`src/rtl/riscv_defs.sv`:
```
// Shared RISC-V pipeline constants and the operand-forwarding select encoding
// used by decode-stage hazard logic.
package riscv_defs;

  localparam int NB_OPERAND = 5;
  localparam int NUM_REGS   = 1 << NB_OPERAND;

  // Wide enough for register file, up to six writing stages and the multi-cycle bus.
  localparam int NB_FWD_SEL = 3;

  typedef enum logic [NB_FWD_SEL-1:0] {
    FWD_RF  = 3'd0,
    FWD_EX  = 3'd1,
    FWD_MEM = 3'd2,
    FWD_WB  = 3'd3,
    FWD_MC  = 3'd4
  } fwd_sel_e;

  function automatic logic [NB_FWD_SEL-1:0] fwd_stage_sel(input int stage);
    return NB_FWD_SEL'(stage + 1);
  endfunction

  function automatic logic [NB_FWD_SEL-1:0] fwd_mc_sel(input int num_stages);
    return NB_FWD_SEL'(num_stages + 1);
  endfunction

endpackage

```
`src/rtl/forwarding_scoreboard_if.sv`:
```
// Bundle between decode/issue and the forwarding scoreboard: operand reads,
// pipeline stage writes, issue/completion of multi-cycle ops, and results.
interface forwarding_scoreboard_if #(
  parameter int NUM_RS          = 2,
  parameter int NUM_FWD_STAGES  = 3,
  parameter int MAX_MC_INFLIGHT = 4
);
  import riscv_defs::*;

  localparam int NB_MC_CNT = $clog2(MAX_MC_INFLIGHT + 1);

  logic [NUM_RS-1:0][NB_OPERAND-1:0]         i_rs;
  logic [NUM_RS-1:0]                         i_rs_used;
  logic [NUM_FWD_STAGES-1:0]                 i_stage_rf_write;
  logic [NUM_FWD_STAGES-1:0][NB_OPERAND-1:0] i_stage_rd;
  logic [NUM_FWD_STAGES-1:0]                 i_stage_data_valid;
  logic                                      i_issue_valid;
  logic [NB_OPERAND-1:0]                     i_issue_rd;
  logic                                      i_issue_mc;
  logic                                      i_flush;
  logic                                      i_mc_done;
  logic [NB_OPERAND-1:0]                     i_mc_rd;
  logic [NUM_RS-1:0][NB_FWD_SEL-1:0]         o_fwd_sel;
  logic                                      o_stall;
  logic [NB_MC_CNT-1:0]                      o_mc_count;
  logic [31:0]                               o_stall_cycles;

  modport master (
    output i_rs, i_rs_used, i_stage_rf_write, i_stage_rd, i_stage_data_valid,
           i_issue_valid, i_issue_rd, i_issue_mc, i_flush, i_mc_done, i_mc_rd,
    input  o_fwd_sel, o_stall, o_mc_count, o_stall_cycles
  );

  modport slave (
    input  i_rs, i_rs_used, i_stage_rf_write, i_stage_rd, i_stage_data_valid,
           i_issue_valid, i_issue_rd, i_issue_mc, i_flush, i_mc_done, i_mc_rd,
    output o_fwd_sel, o_stall, o_mc_count, o_stall_cycles
  );

endinterface

```
`src/rtl/fwd_port_select.sv`:
```
// Forwarding source and hazard stall for a single decode read port.
module fwd_port_select
  import riscv_defs::*;
#(
  parameter int NUM_FWD_STAGES = 3
) (
  input  logic [NB_OPERAND-1:0]                     rs,
  input  logic                                      rs_used,
  input  logic [NUM_FWD_STAGES-1:0]                 stage_rf_write,
  input  logic [NUM_FWD_STAGES-1:0][NB_OPERAND-1:0] stage_rd,
  input  logic [NUM_FWD_STAGES-1:0]                 stage_data_valid,
  input  logic                                      mc_done,
  input  logic [NB_OPERAND-1:0]                     mc_rd,
  input  logic [NUM_REGS-1:0]                       pending,
  output logic [NB_FWD_SEL-1:0]                     fwd_sel,
  output logic                                      port_stall
);

  logic active;
  logic mc_hit;
  logic stage_hit;
  logic stage_ready;

  // x0 is never active, so a stage writing x0 can never be selected.
  always_comb begin
    active      = rs_used && (rs != '0);
    mc_hit      = mc_done && (mc_rd == rs);
    stage_hit   = 1'b0;
    stage_ready = 1'b1;
    fwd_sel     = FWD_RF;
    if (active) begin
      if (mc_hit) begin
        fwd_sel = fwd_mc_sel(NUM_FWD_STAGES);
      end else begin
        for (int s = 0; s < NUM_FWD_STAGES; s++) begin
          if (!stage_hit && stage_rf_write[s] && (stage_rd[s] == rs)) begin
            stage_hit   = 1'b1;
            stage_ready = stage_data_valid[s];
            fwd_sel     = fwd_stage_sel(s);
          end
        end
      end
    end
    port_stall = active && ((pending[rs] && !mc_hit) || !stage_ready);
  end

endmodule

```
`src/rtl/forwarding_scoreboard.sv`:
```
// Decode-stage operand forwarding and hazard stall, with a pending-write
// scoreboard tracking outstanding multi-cycle (mul/div) results.
module forwarding_scoreboard
  import riscv_defs::*;
#(
  parameter int NUM_RS          = 2,
  parameter int NUM_FWD_STAGES  = 3,
  parameter int MAX_MC_INFLIGHT = 4
) (
  input  logic                   i_clk,
  input  logic                   i_rst_n,
  forwarding_scoreboard_if.slave bus
);

  localparam int NB_MC_CNT = $clog2(MAX_MC_INFLIGHT + 1);

  logic [NUM_REGS-1:1]               pending_q;
  logic [NUM_REGS-1:1]               pending_nxt;
  logic [NUM_REGS-1:0]               pending;
  logic [NB_MC_CNT-1:0]              mc_count_q;
  logic [31:0]                       stall_cycles_q;
  logic [NUM_RS-1:0][NB_FWD_SEL-1:0] fwd_sel;
  logic [NUM_RS-1:0]                 port_stall;
  logic                              mc_clear;
  logic                              mc_set;
  logic                              waw_stall;
  logic                              mc_full_stall;
  logic                              stall;

  assign pending = {pending_q, 1'b0};

  for (genvar g = 0; g < NUM_RS; g++) begin : g_port
    fwd_port_select #(
      .NUM_FWD_STAGES(NUM_FWD_STAGES)
    ) u_port_select (
      .rs               (bus.i_rs[g]),
      .rs_used          (bus.i_rs_used[g]),
      .stage_rf_write   (bus.i_stage_rf_write),
      .stage_rd         (bus.i_stage_rd),
      .stage_data_valid (bus.i_stage_data_valid),
      .mc_done          (bus.i_mc_done),
      .mc_rd            (bus.i_mc_rd),
      .pending          (pending),
      .fwd_sel          (fwd_sel[g]),
      .port_stall       (port_stall[g])
    );
  end

  // A completion only retires a write that is actually outstanding, which keeps
  // the counter equal to the number of pending bits and so it can never wrap.
  assign mc_clear      = bus.i_mc_done && pending[bus.i_mc_rd];
  assign waw_stall     = bus.i_issue_valid && pending[bus.i_issue_rd] &&
                         !(bus.i_mc_done && (bus.i_mc_rd == bus.i_issue_rd));
  assign mc_full_stall = bus.i_issue_valid && bus.i_issue_mc && !mc_clear &&
                         (mc_count_q == NB_MC_CNT'(MAX_MC_INFLIGHT));
  assign stall         = !bus.i_flush && (|port_stall || waw_stall || mc_full_stall);
  assign mc_set        = bus.i_issue_valid && bus.i_issue_mc && !bus.i_flush &&
                         !stall && (bus.i_issue_rd != '0);

  // Set is applied after clear so a same-register retire and re-issue stays pending.
  always_comb begin
    pending_nxt = pending_q;
    for (int r = 1; r < NUM_REGS; r++) begin
      if (mc_clear && (bus.i_mc_rd == NB_OPERAND'(r))) pending_nxt[r] = 1'b0;
      if (mc_set && (bus.i_issue_rd == NB_OPERAND'(r))) pending_nxt[r] = 1'b1;
    end
  end

  always_ff @(posedge i_clk or negedge i_rst_n) begin
    if (!i_rst_n) begin
      pending_q      <= '0;
      mc_count_q     <= '0;
      stall_cycles_q <= '0;
    end else begin
      pending_q <= pending_nxt;
      if (mc_set && !mc_clear) begin
        mc_count_q <= mc_count_q + NB_MC_CNT'(1);
      end else if (mc_clear && !mc_set) begin
        mc_count_q <= mc_count_q - NB_MC_CNT'(1);
      end
      if (stall && (stall_cycles_q != '1)) begin
        stall_cycles_q <= stall_cycles_q + 32'd1;
      end
    end
  end

  assign bus.o_fwd_sel      = fwd_sel;
  assign bus.o_stall        = stall;
  assign bus.o_mc_count     = mc_count_q;
  assign bus.o_stall_cycles = stall_cycles_q;

endmodule

```
`src/flat_wrapper.sv`:
```
// flat-port wrapper written by rule: the top's interface ports become plain ports
module forwarding_scoreboard_flat import riscv_defs::*;
#(
  parameter int NUM_RS          = 2,
  parameter int NUM_FWD_STAGES  = 3,
  parameter int MAX_MC_INFLIGHT = 4
)
  (i_clk, i_rst_n, bus_i_rs, bus_i_rs_used, bus_i_stage_rf_write, bus_i_stage_rd, bus_i_stage_data_valid, bus_i_issue_valid, bus_i_issue_rd, bus_i_issue_mc, bus_i_flush, bus_i_mc_done, bus_i_mc_rd, bus_o_fwd_sel, bus_o_stall, bus_o_mc_count, bus_o_stall_cycles);
  forwarding_scoreboard_if #(.NUM_RS(NUM_RS), .NUM_FWD_STAGES(NUM_FWD_STAGES), .MAX_MC_INFLIGHT(MAX_MC_INFLIGHT)) bus_i ();
  input  logic i_clk;
  input  logic i_rst_n;
  input wire logic [$bits(bus_i.i_rs)-1:0] bus_i_rs;
  input wire logic [$bits(bus_i.i_rs_used)-1:0] bus_i_rs_used;
  input wire logic [$bits(bus_i.i_stage_rf_write)-1:0] bus_i_stage_rf_write;
  input wire logic [$bits(bus_i.i_stage_rd)-1:0] bus_i_stage_rd;
  input wire logic [$bits(bus_i.i_stage_data_valid)-1:0] bus_i_stage_data_valid;
  input wire logic [$bits(bus_i.i_issue_valid)-1:0] bus_i_issue_valid;
  input wire logic [$bits(bus_i.i_issue_rd)-1:0] bus_i_issue_rd;
  input wire logic [$bits(bus_i.i_issue_mc)-1:0] bus_i_issue_mc;
  input wire logic [$bits(bus_i.i_flush)-1:0] bus_i_flush;
  input wire logic [$bits(bus_i.i_mc_done)-1:0] bus_i_mc_done;
  input wire logic [$bits(bus_i.i_mc_rd)-1:0] bus_i_mc_rd;
  output wire logic [$bits(bus_i.o_fwd_sel)-1:0] bus_o_fwd_sel;
  output wire logic [$bits(bus_i.o_stall)-1:0] bus_o_stall;
  output wire logic [$bits(bus_i.o_mc_count)-1:0] bus_o_mc_count;
  output wire logic [$bits(bus_i.o_stall_cycles)-1:0] bus_o_stall_cycles;
  assign bus_i.i_rs = bus_i_rs;
  assign bus_i.i_rs_used = bus_i_rs_used;
  assign bus_i.i_stage_rf_write = bus_i_stage_rf_write;
  assign bus_i.i_stage_rd = bus_i_stage_rd;
  assign bus_i.i_stage_data_valid = bus_i_stage_data_valid;
  assign bus_i.i_issue_valid = bus_i_issue_valid;
  assign bus_i.i_issue_rd = bus_i_issue_rd;
  assign bus_i.i_issue_mc = bus_i_issue_mc;
  assign bus_i.i_flush = bus_i_flush;
  assign bus_i.i_mc_done = bus_i_mc_done;
  assign bus_i.i_mc_rd = bus_i_mc_rd;
  assign bus_o_fwd_sel = bus_i.o_fwd_sel;
  assign bus_o_stall = bus_i.o_stall;
  assign bus_o_mc_count = bus_i.o_mc_count;
  assign bus_o_stall_cycles = bus_i.o_stall_cycles;
  forwarding_scoreboard #(.NUM_RS(NUM_RS), .NUM_FWD_STAGES(NUM_FWD_STAGES), .MAX_MC_INFLIGHT(MAX_MC_INFLIGHT)) u_core (.i_clk(i_clk), .i_rst_n(i_rst_n), .bus(bus_i));
endmodule
```
`config.mk`:
```
export PLATFORM = sky130hd
export DESIGN_NAME = forwarding_scoreboard_flat
export DESIGN_NICKNAME = d
export VERILOG_FILES = /design/src/rtl/riscv_defs.sv /design/src/rtl/forwarding_scoreboard_if.sv /design/src/rtl/fwd_port_select.sv /design/src/rtl/forwarding_scoreboard.sv /design/src/flat_wrapper.sv
export SDC_FILE = /design/constraint.sdc
export NUM_CORES = 1
export LEC_CHECK = 0
export CAP_MARGIN = 0
export CORE_AREA = 2 2 96 98
export CTS_BUF_LIST = sky130_fd_sc_hd__clkbuf_4 sky130_fd_sc_hd__clkbuf_8
export CTS_CLUSTER_DIAMETER = 50
export DETAILED_ROUTE_END_ITERATION = 10
export DIE_AREA = 0 0 98 100
export GPL_TIMING_DRIVEN = 0
export PLACE_DENSITY = 0.95
export REMOVE_ABC_BUFFERS = 1
export SKIP_CTS_REPAIR_TIMING = 1
export SKIP_LAST_GASP = 1
export SLEW_MARGIN = 10
export SYNTH_ARGS = -nofsm -noshare
export SYNTH_HDL_FRONTEND = slang
export SYNTH_SLANG_ARGS = --single-unit
```
`constraint.sdc`:
```
create_clock -name i_clk -period 6 [get_ports i_clk]
set_clock_uncertainty 0.05 [all_clocks]
set_input_delay 1.2 -clock i_clk [delete_from_list [all_inputs] [get_ports i_clk]]
set_output_delay 1.2 -clock i_clk [all_outputs]
set_load 0.05 [all_outputs]
```
Word level (Yosys, flattened, before mapping)
Cells that the tools add are included.

Bits of input ports: 49. Register bits after elaboration: 66.

Add/sub/neg operators: 3. Reductions and logical operators: 147. Muxes and demuxes: 104. $lt $le $gt $ge: 4. Equal/unequal tests: 73.

Operators by type and width (number): equality test 5 bit (second input constant) (32); logical AND 1 bit (94); two-way mux 1 bit (90); equality test 5 x 4 -> 1 bit (second input constant) (16); nonzero test 2 bit (32); equality test 5 bit (9); equality test 5 x 3 -> 1 bit (second input constant) (8); adder 32 x 1 -> 32 bit (second input constant) (1); inequality test 32 bit (second input constant) (1); two-way mux 3 bit (10); < comparator 5 x 6 -> 1 bit (second input constant) (4); binary-select mux 1 bit (select 5 bit) (4); equality test 5 x 2 -> 1 bit (second input constant) (4); nonzero test 5 bit (3); zero test 1 bit (13); equality test 5 x 1 -> 1 bit (second input constant) (2); logical OR 1 bit (4); adder 3 x 1 -> 3 bit (second input constant) (1); equality test 3 bit (second input constant) (1); subtractor 3 x 1 -> 3 bit (second input constant) (1); OR reduction 2 bit (1).

Longest topological paths before layout
Gate-level depths: netlist of run 1.

Word-level depth: 31. Gate-level depth with buffers: 18. Mapped depth without buffers: 14.

Hierarchy
Synthesis of run 1 repeated with hierarchy kept, for this count alone.

Cells, all modules: 525. Area, all modules: 5165.0 µm².

By module, submodules not included: forwarding_scoreboard (sequential area each 1651.6 µm², cells each 360, times used 1, area an instance 3744.8 µm²); fwd_port_select (u_core.g_port[0].u_port_select) (sequential area each 0.0 µm², cells each 83, times used 1, area an instance 710.7 µm²); fwd_port_select (u_core.g_port[1].u_port_select) (sequential area each 0.0 µm², cells each 82, times used 1, area an instance 709.4 µm²).

Worst setup path before layout of run 1
Ideal clock, no wire load.

Path type: in2reg. Start: input bus_i_rs[0]. End: register u_core.mc_count_q[2], in the netlist u_core.bus.o_mc_count[2]. Setup time: 0.082 ns. Path slack: 1.160 ns. Arrival time: 4.708 ns. Cell stages on the path: 17. Buffers on the path: 4. Path through: buf_2 buf_6 mux4_2 mux2i_1 a31oi_1 a32o_1 or4_1 or3_1 buf_2 buf_6 a31oi_1 ha_1 inv_1 fa_1 xor2_1 nor2_1 xor2_1.

Cells in the longest elaborated chain, start to end: 30. Elaborated cells on any way between the ends: 44.

Ends and longest elaborated chain: start: declaration (line flat_wrapper.sv:12) `input wire logic [$bits(bus_i.i_rs)-1:0] bus_i_rs;`; equality test 5 bit (line fwd_port_select.sv:36) `if (!stage_hit && stage_rf_write[s] && (stage_rd[s] == rs)) begin`; logical AND 1 bit (line fwd_port_select.sv:36); two-way mux 1 bit (line fwd_port_select.sv:36); two-way mux 1 bit (line fwd_port_select.sv:32) `if (mc_hit) begin`; two-way mux 1 bit (line fwd_port_select.sv:31) `if (active) begin`; zero test 1 bit (line fwd_port_select.sv:36); logical AND 1 bit (2 in series) (line fwd_port_select.sv:36); two-way mux 1 bit (line fwd_port_select.sv:36); (+12 left out); logical OR 1 bit (*) (2 in series) (line forwarding_scoreboard.sv:56) `assign stall = !bus.i_flush && (|port_stall || waw_stall || mc_full_stall);`; logical AND 1 bit (*) (line forwarding_scoreboard.sv:56); zero test 1 bit (*) (line forwarding_scoreboard.sv:58) `!stall && (bus.i_issue_rd != '0);`; logical AND 1 bit (*) (line forwarding_scoreboard.sv:57) `assign mc_set = bus.i_issue_valid && bus.i_issue_mc && !bus.i_flush &&`; logical AND 1 bit (*) (line forwarding_scoreboard.sv:58); zero test 1 bit (line forwarding_scoreboard.sv:78) `end else if (mc_clear && !mc_set) begin`; logical AND 1 bit (line forwarding_scoreboard.sv:78); nonzero test 2 bit (no line); end signal: assignment (line forwarding_scoreboard.sv:77) `mc_count_q <= mc_count_q + NB_MC_CNT'(1);`; end signal: assignment (line forwarding_scoreboard.sv:79) `mc_count_q <= mc_count_q - NB_MC_CNT'(1);`; end: declaration (line forwarding_scoreboard.sv:20) `logic [NB_MC_CNT-1:0] mc_count_q;`.

Every way passes the cells marked *; elsewhere a longest branch is shown, timed or not. The select of a mux whose other input is x is not followed. A chain may end at the register's enable or synchronous reset.

Final worst setup path of run 1
Start: input bus_i_mc_rd[3]. End: output bus_o_stall.

Cells in the longest elaborated chain, start to end: 11. Elaborated cells on any way between the ends: 32.

Ends and longest elaborated chain: start: declaration (line flat_wrapper.sv:22) `input wire logic [$bits(bus_i.i_mc_rd)-1:0] bus_i_mc_rd;`; equality test 5 bit (line fwd_port_select.sv:27) `mc_hit = mc_done && (mc_rd == rs);`; logical AND 1 bit (line fwd_port_select.sv:27); two-way mux 1 bit (line fwd_port_select.sv:32); two-way mux 1 bit (line fwd_port_select.sv:31); zero test 1 bit (line fwd_port_select.sv:44) `port_stall = active && ((pending[rs] && !mc_hit) || !stage_ready);`; logical OR 1 bit (line fwd_port_select.sv:44); logical AND 1 bit (line fwd_port_select.sv:44); OR reduction 2 bit (line forwarding_scoreboard.sv:56); logical OR 1 bit (line forwarding_scoreboard.sv:56); logical OR 1 bit (*) (line forwarding_scoreboard.sv:56); logical AND 1 bit (*) (line forwarding_scoreboard.sv:56); end: declaration (line flat_wrapper.sv:24) `output wire logic [$bits(bus_i.o_stall)-1:0] bus_o_stall;`.

Marked as above.

==> run_results.csv, run 1 <==
group,metric,value,unit
cts,clk_path_buf_depth,2,
yosys,async_flop_share,1.00,
timing,rsz0062_at_grt,"false",
placed_design,dpl.hpwl,10.4,mm
floorplanning,core-area,8890,um2
yosys,ys_warn_count,0,
yosys,yosysTopAreaCell,"dfrtp_1",
detailed_routing,drt_iter0_drc,654,
floorplanning,dieArea,9800,um2
cts,clk_latency,0.35,ns
cts,clkTransAtPathRegs,0.08,ns
detailed_routing,drt-wirelength-per-cell,21.2,um
grt,grt_pass1_vias,4690,
detailed_routing,ant_nets,0,
yosys,synth_edf_count,0,
timing,holdWs,0.449,ns
timing,finalHoldViolations,0,
detailed_routing,vias,4804,
grt,gr-total-overflow,0,
timing,fin_crit,5.69,ns
cells_and_area,final_cell_area,6120,um2
detailed_routing,drc,0,
grt,grt_max_degree,67,
yosys,synth.top_cell.area_share,0.327,
cells_and_area,area_growth,21.0,%
yosys,ys.flop_type,"dfrtp_1",
setup_path,startpoint_type,"input port",
cts,numCtsBuffers,9,
grt,antenna_found_initial,0,
flow_run,maxCapViolCount,0,
yosys,synthTopCellsByArea,"dfrtp_1, mux4_2, xnor2_1",
yosys,synth.distinct_cells,57,
floorplanning,die_w,98,um
placed_design,portBuffers,90,
setup_path,cp_data_arrival_time,4.44,ns
cts,cts_root_buf,"clkbuf_8",
yosys,synth-seq-cells,66,
setup_path,crit_type,"input port to output pin",
yosys,ys_seq_area_frac,0.327,
setup_path,required,4.75,ns
cells_and_area,fin_nets,639,
power_and_ir_drop,p_leak,2.46,nW
cells_and_area,drive_gt1_frac,0.103,
worst_hold_path,hold_depth,1,
setup_path,end_kind,"output pin",
floorplanning,start_util,0.569,
timing,final-max-slew-violation-count,0,
setup_path,rr_endpoint,"u_core.bus.o_mc_count[2]",
floorplanning,die_h,100,um
setup_path,crit_path_max_fanout,29,
worst_hold_path,min_to,"u_core.bus.o_stall_cycles[26]",
timing,setup_viol,0,
setup_path,regToRegSetupSlack,1.49,ns
power_and_ir_drop,vdd_ir_drop_max,0.130,mV
placed_design,placed_area,5870,um2
yosys,synth_cells,527,
detailed_routing,viasPerCell,6.83,
status,status,"finished clean",
timing,relSlewSlack,0.356,
yosys,synthesis.area,5060,um2
cells_and_area,final_cell_mix,"clkdlybuf4s50_1, dfrtp_1, xnor2_1",
placed_design,routabilityCongestion,0.987,
timing,tightest_slew,0.964,ns
floorplanning,num_rows,35,
worst_hold_path,hold_path.class,"flop to flop",
grt,grt_pass1_wl,24.1,mm
timing,fmax,176,MHz
power_and_ir_drop,powerDensity,239,nW/um2
timing,period_share,0.949,
cts,htreeDepth,3,
setup_path,regToRegStartpoint,"u_core.pending_q[2]",
grt,grt.total_usage,0.306,
cells_and_area,layout_commonest_cell,"clkdlybuf4s50_1",
detailed_routing,drt-total-wl,14.9,mm
setup_path,reg2regPathDepth,14,
detailed_routing,dr.pass1.iters,6,
cts,cts_tree,"done",
worst_hold_path,hp-start,"u_core.bus.o_stall_cycles[26]",
cells_and_area,antenna_cells,0,
floorplanning,io_pins,91,
yosys,syn_avg_cell_area,9.60,um2
cts,clock-sinks,66,
==> worst max-delay path by stage <==
stage                   startpoint                  endpoint  slack [ns]  cells after the start
detailed placement  bus_i_mc_rd[0]  u_core.bus.o_mc_count[2]       -1.12                     15
floorplan              bus_i_rs[4]  u_core.bus.o_mc_count[2]        0.74                     14
CTS                 bus_i_mc_rd[1]               bus_o_stall       -0.98                      9
finish              bus_i_mc_rd[3]               bus_o_stall        0.31                     10
global route        bus_i_mc_rd[4]  u_core.bus.o_mc_count[2]        0.17                     15
global placement       bus_i_rs[5]  u_core.bus.o_mc_count[2]       -0.94                     15
==> where the power goes <==
| group | switching [mW] | internal, mW |
|---|---|---|
| sequential | 0.0755 | 0.498 |
| clock | 0.182 | 0.217 |
| combinational | 0.288 | 0.203 |
==> sequential cells by signal, summed over array words and instances, names as in the netlist <==
name and flops:
u_core.bus.o_mc_count 3, u_core.bus.o_stall_cycles 32, u_core.pending_q 31
==> cells in the mapped netlist, drive strengths merged, types with 3 or more instances <==
master / n
or3: 6
mux2: 11
nand3: 32
xor2: 34
and4: 3
or4: 4
nand4: 16
mux2i: 9
o311ai: 3
a31oi: 4
o21ai: 41
nor2: 21
nor3: 8
nor4: 9
and3: 17
dfrtp: 66
clkbuf: 18
mux4: 23
and2: 5
a21oi: 6
a311oi: 3
xnor2: 45
nand4b: 4
nand2: 37
nor2b: 11
inv: 8
buf: 23
o31ai: 28
a211oi: 3
==> per-layer routing <==
| metal | wire (um) | vias to the layer above | share of wire | track usage |
|---|---|---|---|---|
| met1 | 5810 | 2332 | 0.39 | 0.406 |
| met4 | 400 | 0 | 0.027 | 0.124 |
| li1 | - | 2090 | - | - |
| met2 | 7150 | 330 | 0.48 | 0.496 |
| met5 | 0 | - | 0 | 0 |
| met3 | 1560 | 52 | 0.10 | 0.0599 |
==> through the flow <==
stage | util | power (mW) | instances | TNS [ns] | worst slack (ns)
2_1_floorplan | - | 0.856 | 486 | 0 | 0.736
3_3_place_gp | 0.660 | 1.04 | 687 | -3.12 | -0.941
3_5_place_dp | 0.660 | 1.06 | 687 | -6.29 | -1.12
4_1_cts | 0.684 | 1.46 | 703 | -2.53 | -0.985
5_1_grt | 0.689 | 1.53 | 703 | 0 | 0.173
6_report | 0.689 | 1.46 | 703 | 0 | 0.306
==> worst max-delay path, stage by stage <==
cell             delay (ns)
clkdlybuf4s50_1        0.67
xor2_1                 0.27
nor4_1                 0.44
a31o_2                 0.29
a311oi_1               0.07
a32o_1                 0.28
or4_4                  0.72
nand2b_1               0.15
inv_1                  0.04
dlymetal6s2s_1         0.30
==> cells by family (layout without fill, tap and decap cells) <==
kind of cell    count (synthesis)  in the layout  share of synthesized area
buf+inv                        50            115                     0.0517
fa+ha+maj                       3              3                    0.00891
compound gates                105            105                      0.137
flops                          66             66                      0.327
simple gates                  181            181                      0.194
mux                            43             43                      0.145
xor+xnor                       79             79                      0.137
==> layout make-up <==
cell class	instances	area (um2)
multi-input combinational	411	3160
fill	643	2770
sequential	66	1650
timing repair buffer	90	918
clock buffer	11	151
tap	111	139
clock inverter	5	60.1
inverter	9	37.5
No activity file was read; power rests on OpenSTA's default activity.
==> inputs of run 2 (changes only) <==
ABC_AREA = 1   (was default)
CORE_AREA = 2 2 107 109   (was 2 2 96 98)
DIE_AREA = 0 0 109 111   (was 0 0 98 100)
PLACE_DENSITY = 0.93   (was 0.95)
clock period = 5.7 ns   (was 6 ns; I/O delays follow)
==> run 2 against run 1 <==
Compared with the run above:
- non-clock buffer count grew 6
- critical path depth grew 4
- worst setup slack gained 0.099 ns
- area after synthesis grew 22%
- via count grew 56%
- largest cell class unchanged
==> run_results.csv, run 2 <==
group,metric,value,unit
status,status,"finished clean",
grt,grt.total_usage,0.351,
setup_path,regToRegSetupSlack,1.91,ns
timing,relSlewSlack,0.170,
setup_path,rr_endpoint,"u_core.bus.o_mc_count[2]",
yosys,ys_seq_area_frac,0.268,
placed_design,dpl.hpwl,14.4,mm
grt,grt_max_degree,66,
setup_path,end_kind,"output pin",
timing,rsz0062_at_grt,"false",
cts,clk_path_buf_depth,2,
detailed_routing,drc,0,
timing,fmax,189,MHz
cts,numCtsBuffers,9,
floorplanning,core-area,11100,um2
yosys,synth_cells,1057,
cts,clk_latency,0.38,ns
setup_path,crit_family,"simple AND/OR/NAND/NOR gates",
detailed_routing,viasPerCell,5.95,
cells_and_area,layout_commonest_cell,"nand2_1",
floorplanning,die_w,109,um
timing,tightest_slew,1.24,ns
setup_path,cp_cell_sequence,"dlymetal6s2s_1, inv_2, nor2_1, nand2_1, nand3_1, nand2_1, nand3_1, nor2_1, nor2_1, a21oi_2, nand3_4, nand2_1, inv_1, dlymetal6s2s_1",
cts,cts_root_buf,"clkbuf_8",
detailed_routing,ant_nets,0,
setup_path,crit_type,"input port to output pin",
grt,grt_pass1_wl,33.5,mm
detailed_routing,dr.pass1.iters,6,
worst_hold_path,hold_path.class,"flop to flop",
timing,setup_viol,0,
flow_run,maxCapViolCount,0,
cells_and_area,num-fill-cells,1007,
setup_path,slowest_delay,0.52,ns
timing,fin_crit,5.30,ns
cts,clkTransAtPathRegs,0.07,ns
setup_path,regToRegStartpoint,"u_core.pending_q[23]",
placed_design,routabilityCongestion,0.955,
detailed_routing,drt-total-wl,20.4,mm
timing,holdWs,0.452,ns
floorplanning,io_pins,91,
floorplanning,num_rows,39,
cells_and_area,drive_gt1_frac,0.0411,
detailed_routing,vias,7509,
yosys,yosysMostFrequentCell,"nand2_1",
timing,final-max-slew-violation-count,0,
yosys,async_flop_share,1.00,
placed_design,portBuffers,90,
cts,clock-sinks,66,
power_and_ir_drop,vdd_ir_drop_max,0.343,mV
yosys,syn_avg_cell_area,5.83,um2
timing,setup_tns,0,ns
setup_path,reg2regPathDepth,18,
cells_and_area,fin_nets,1166,
cells_and_area,final_cell_mix,"nand2_1, nor2_1, nand3_1",
cells_and_area,area_growth,18.0,%
setup_path,cp-endpoint,"bus_o_stall",
setup_path,cpMaxStageDelayCell,"dlymetal6s2s_1",
power_and_ir_drop,powerDensity,219,nW/um2
grt,gr-total-overflow,0,
cells_and_area,largest_register_ffs,32,
worst_hold_path,hold_depth,2,
grt,antenna_found_initial,0,
power_and_ir_drop,p_leak,3.65,nW
yosys,synth_commonest_cells,"nand2_1, nor2_1, nand3_1",
setup_path,crit_path_max_fanout,36,
yosys,synth.distinct_cells,36,
setup_path,worst-path-buf-inv,4,
yosys,synth.top_cell.area_share,0.268,
yosys,ys_warn_count,0,
floorplanning,die_h,111,um
cts,htreeDepth,3,
setup_path,worst-path-stages,14,
setup_path,critPathLaunch,"bus_i_issue_rd[0]",
power_and_ir_drop,power,1.59,mW
detailed_routing,drt-wirelength-per-cell,16.2,um
yosys,ys.flop_type,"dfrtp_1",
cts,cts_tree,"done",
yosys,yosysTopAreaCell,"dfrtp_1",
grt,grt_pass1_vias,6839,
timing,finalHoldViolations,0,
cells_and_area,antenna_cells,0,
timing,period_share,0.929,
yosys,synthesis.area,6160,um2
yosys,synth-seq-cells,66,
setup_path,required,4.51,ns
setup_path,cp_data_arrival_time,4.11,ns
floorplanning,dieArea,12100,um2
floorplanning,start_util,0.556,
yosys,synth_edf_count,0,
yosys,synthTopCellsByArea,"dfrtp_1, nand2_1, nand3_1",
detailed_routing,drt_iter0_drc,1038,
setup_path,startpoint_type,"input port",
-- run 2: kinds of logic (layout without fill, tap and decap cells) --
group / count (synthesis) / after routing / share of synthesized area
flops: 66 / 66 / 0.268
fa+ha+maj: 3 / 3 / 0.00731
mux: 1 / 1 / 0.00183
xor+xnor: 36 / 36 / 0.0512
simple gates: 738 / 738 / 0.504
compound gates: 75 / 75 / 0.0684
buf+inv: 138 / 200 / 0.0989
-- run 2: worst register-to-register path: cells and delay by family, from the launching register on --
kind                       cells  cell delay (ns)
adders and majority gates      2             0.64
buffers and inverters          1             0.07
AOI/OAI and AO/OA              3             0.48
xor gates and xnor gates       1             0.15
DFF                            1             0.48
and+or+nand+nor               11             1.80
-- run 2: where the power goes --
| part | internal (mW) | switching (mW) | total [mW] |
|---|---|---|---|
| Clock | 0.250 | 0.205 | 0.455 |
| Sequential | 0.518 | 0.0800 | 0.598 |
| Combinational | 0.179 | 0.358 | 0.537 |
| Total | 0.946 | 0.644 | 1.59 |
-- run 2: layer usage --
| metal | GRT usage | share of wire |
|---|---|---|
| met5 | 0 | 0 |
| met4 | 0.170 | 0.045 |
| met3 | 0.0782 | 0.12 |
| met2 | 0.534 | 0.45 |
| met1 | 0.467 | 0.39 |
-- run 2: final cells by class --
class | count | area [um2] | area share
multi-input combinational | 853 | 3910 | 0.537
sequential | 66 | 1650 | 0.227
timing repair buffer | 96 | 970 | 0.133
inverter | 88 | 339 | 0.0466
tap | 143 | 179 | 0.0246
clock buffer | 9 | 124 | 0.0170
clock inverter | 7 | 101 | 0.0139
-- run 2: how the worst min path moves through the flow --
stage,end,slack (ns),start
6_report,u_core.pending_q[8],0.45,u_core.pending_q[8]
5_1_grt,u_core.pending_q[8],0.48,u_core.pending_q[8]
4_1_cts,u_core.pending_q[8],0.45,u_core.pending_q[8]
3_5_place_dp,u_core.pending_q[8],0.43,u_core.pending_q[8]
3_3_place_gp,u_core.pending_q[8],0.41,u_core.pending_q[8]
2_1_floorplan,u_core.pending_q[8],0.40,u_core.pending_q[8]
-- run 2: through the flow --
step | std cells | setup slack [ns] | utilization | instance area (um2)
floorplan | 1007 | 1.76 | - | 5880
global placement | 1240 | -0.427 | 0.629 | 6960
detailed placement | 1242 | -0.517 | 0.632 | 7000
CTS | 1258 | -0.533 | 0.653 | 7230
global route | 1262 | 0.159 | 0.656 | 7270
finish | 1262 | 0.405 | 0.656 | 7270
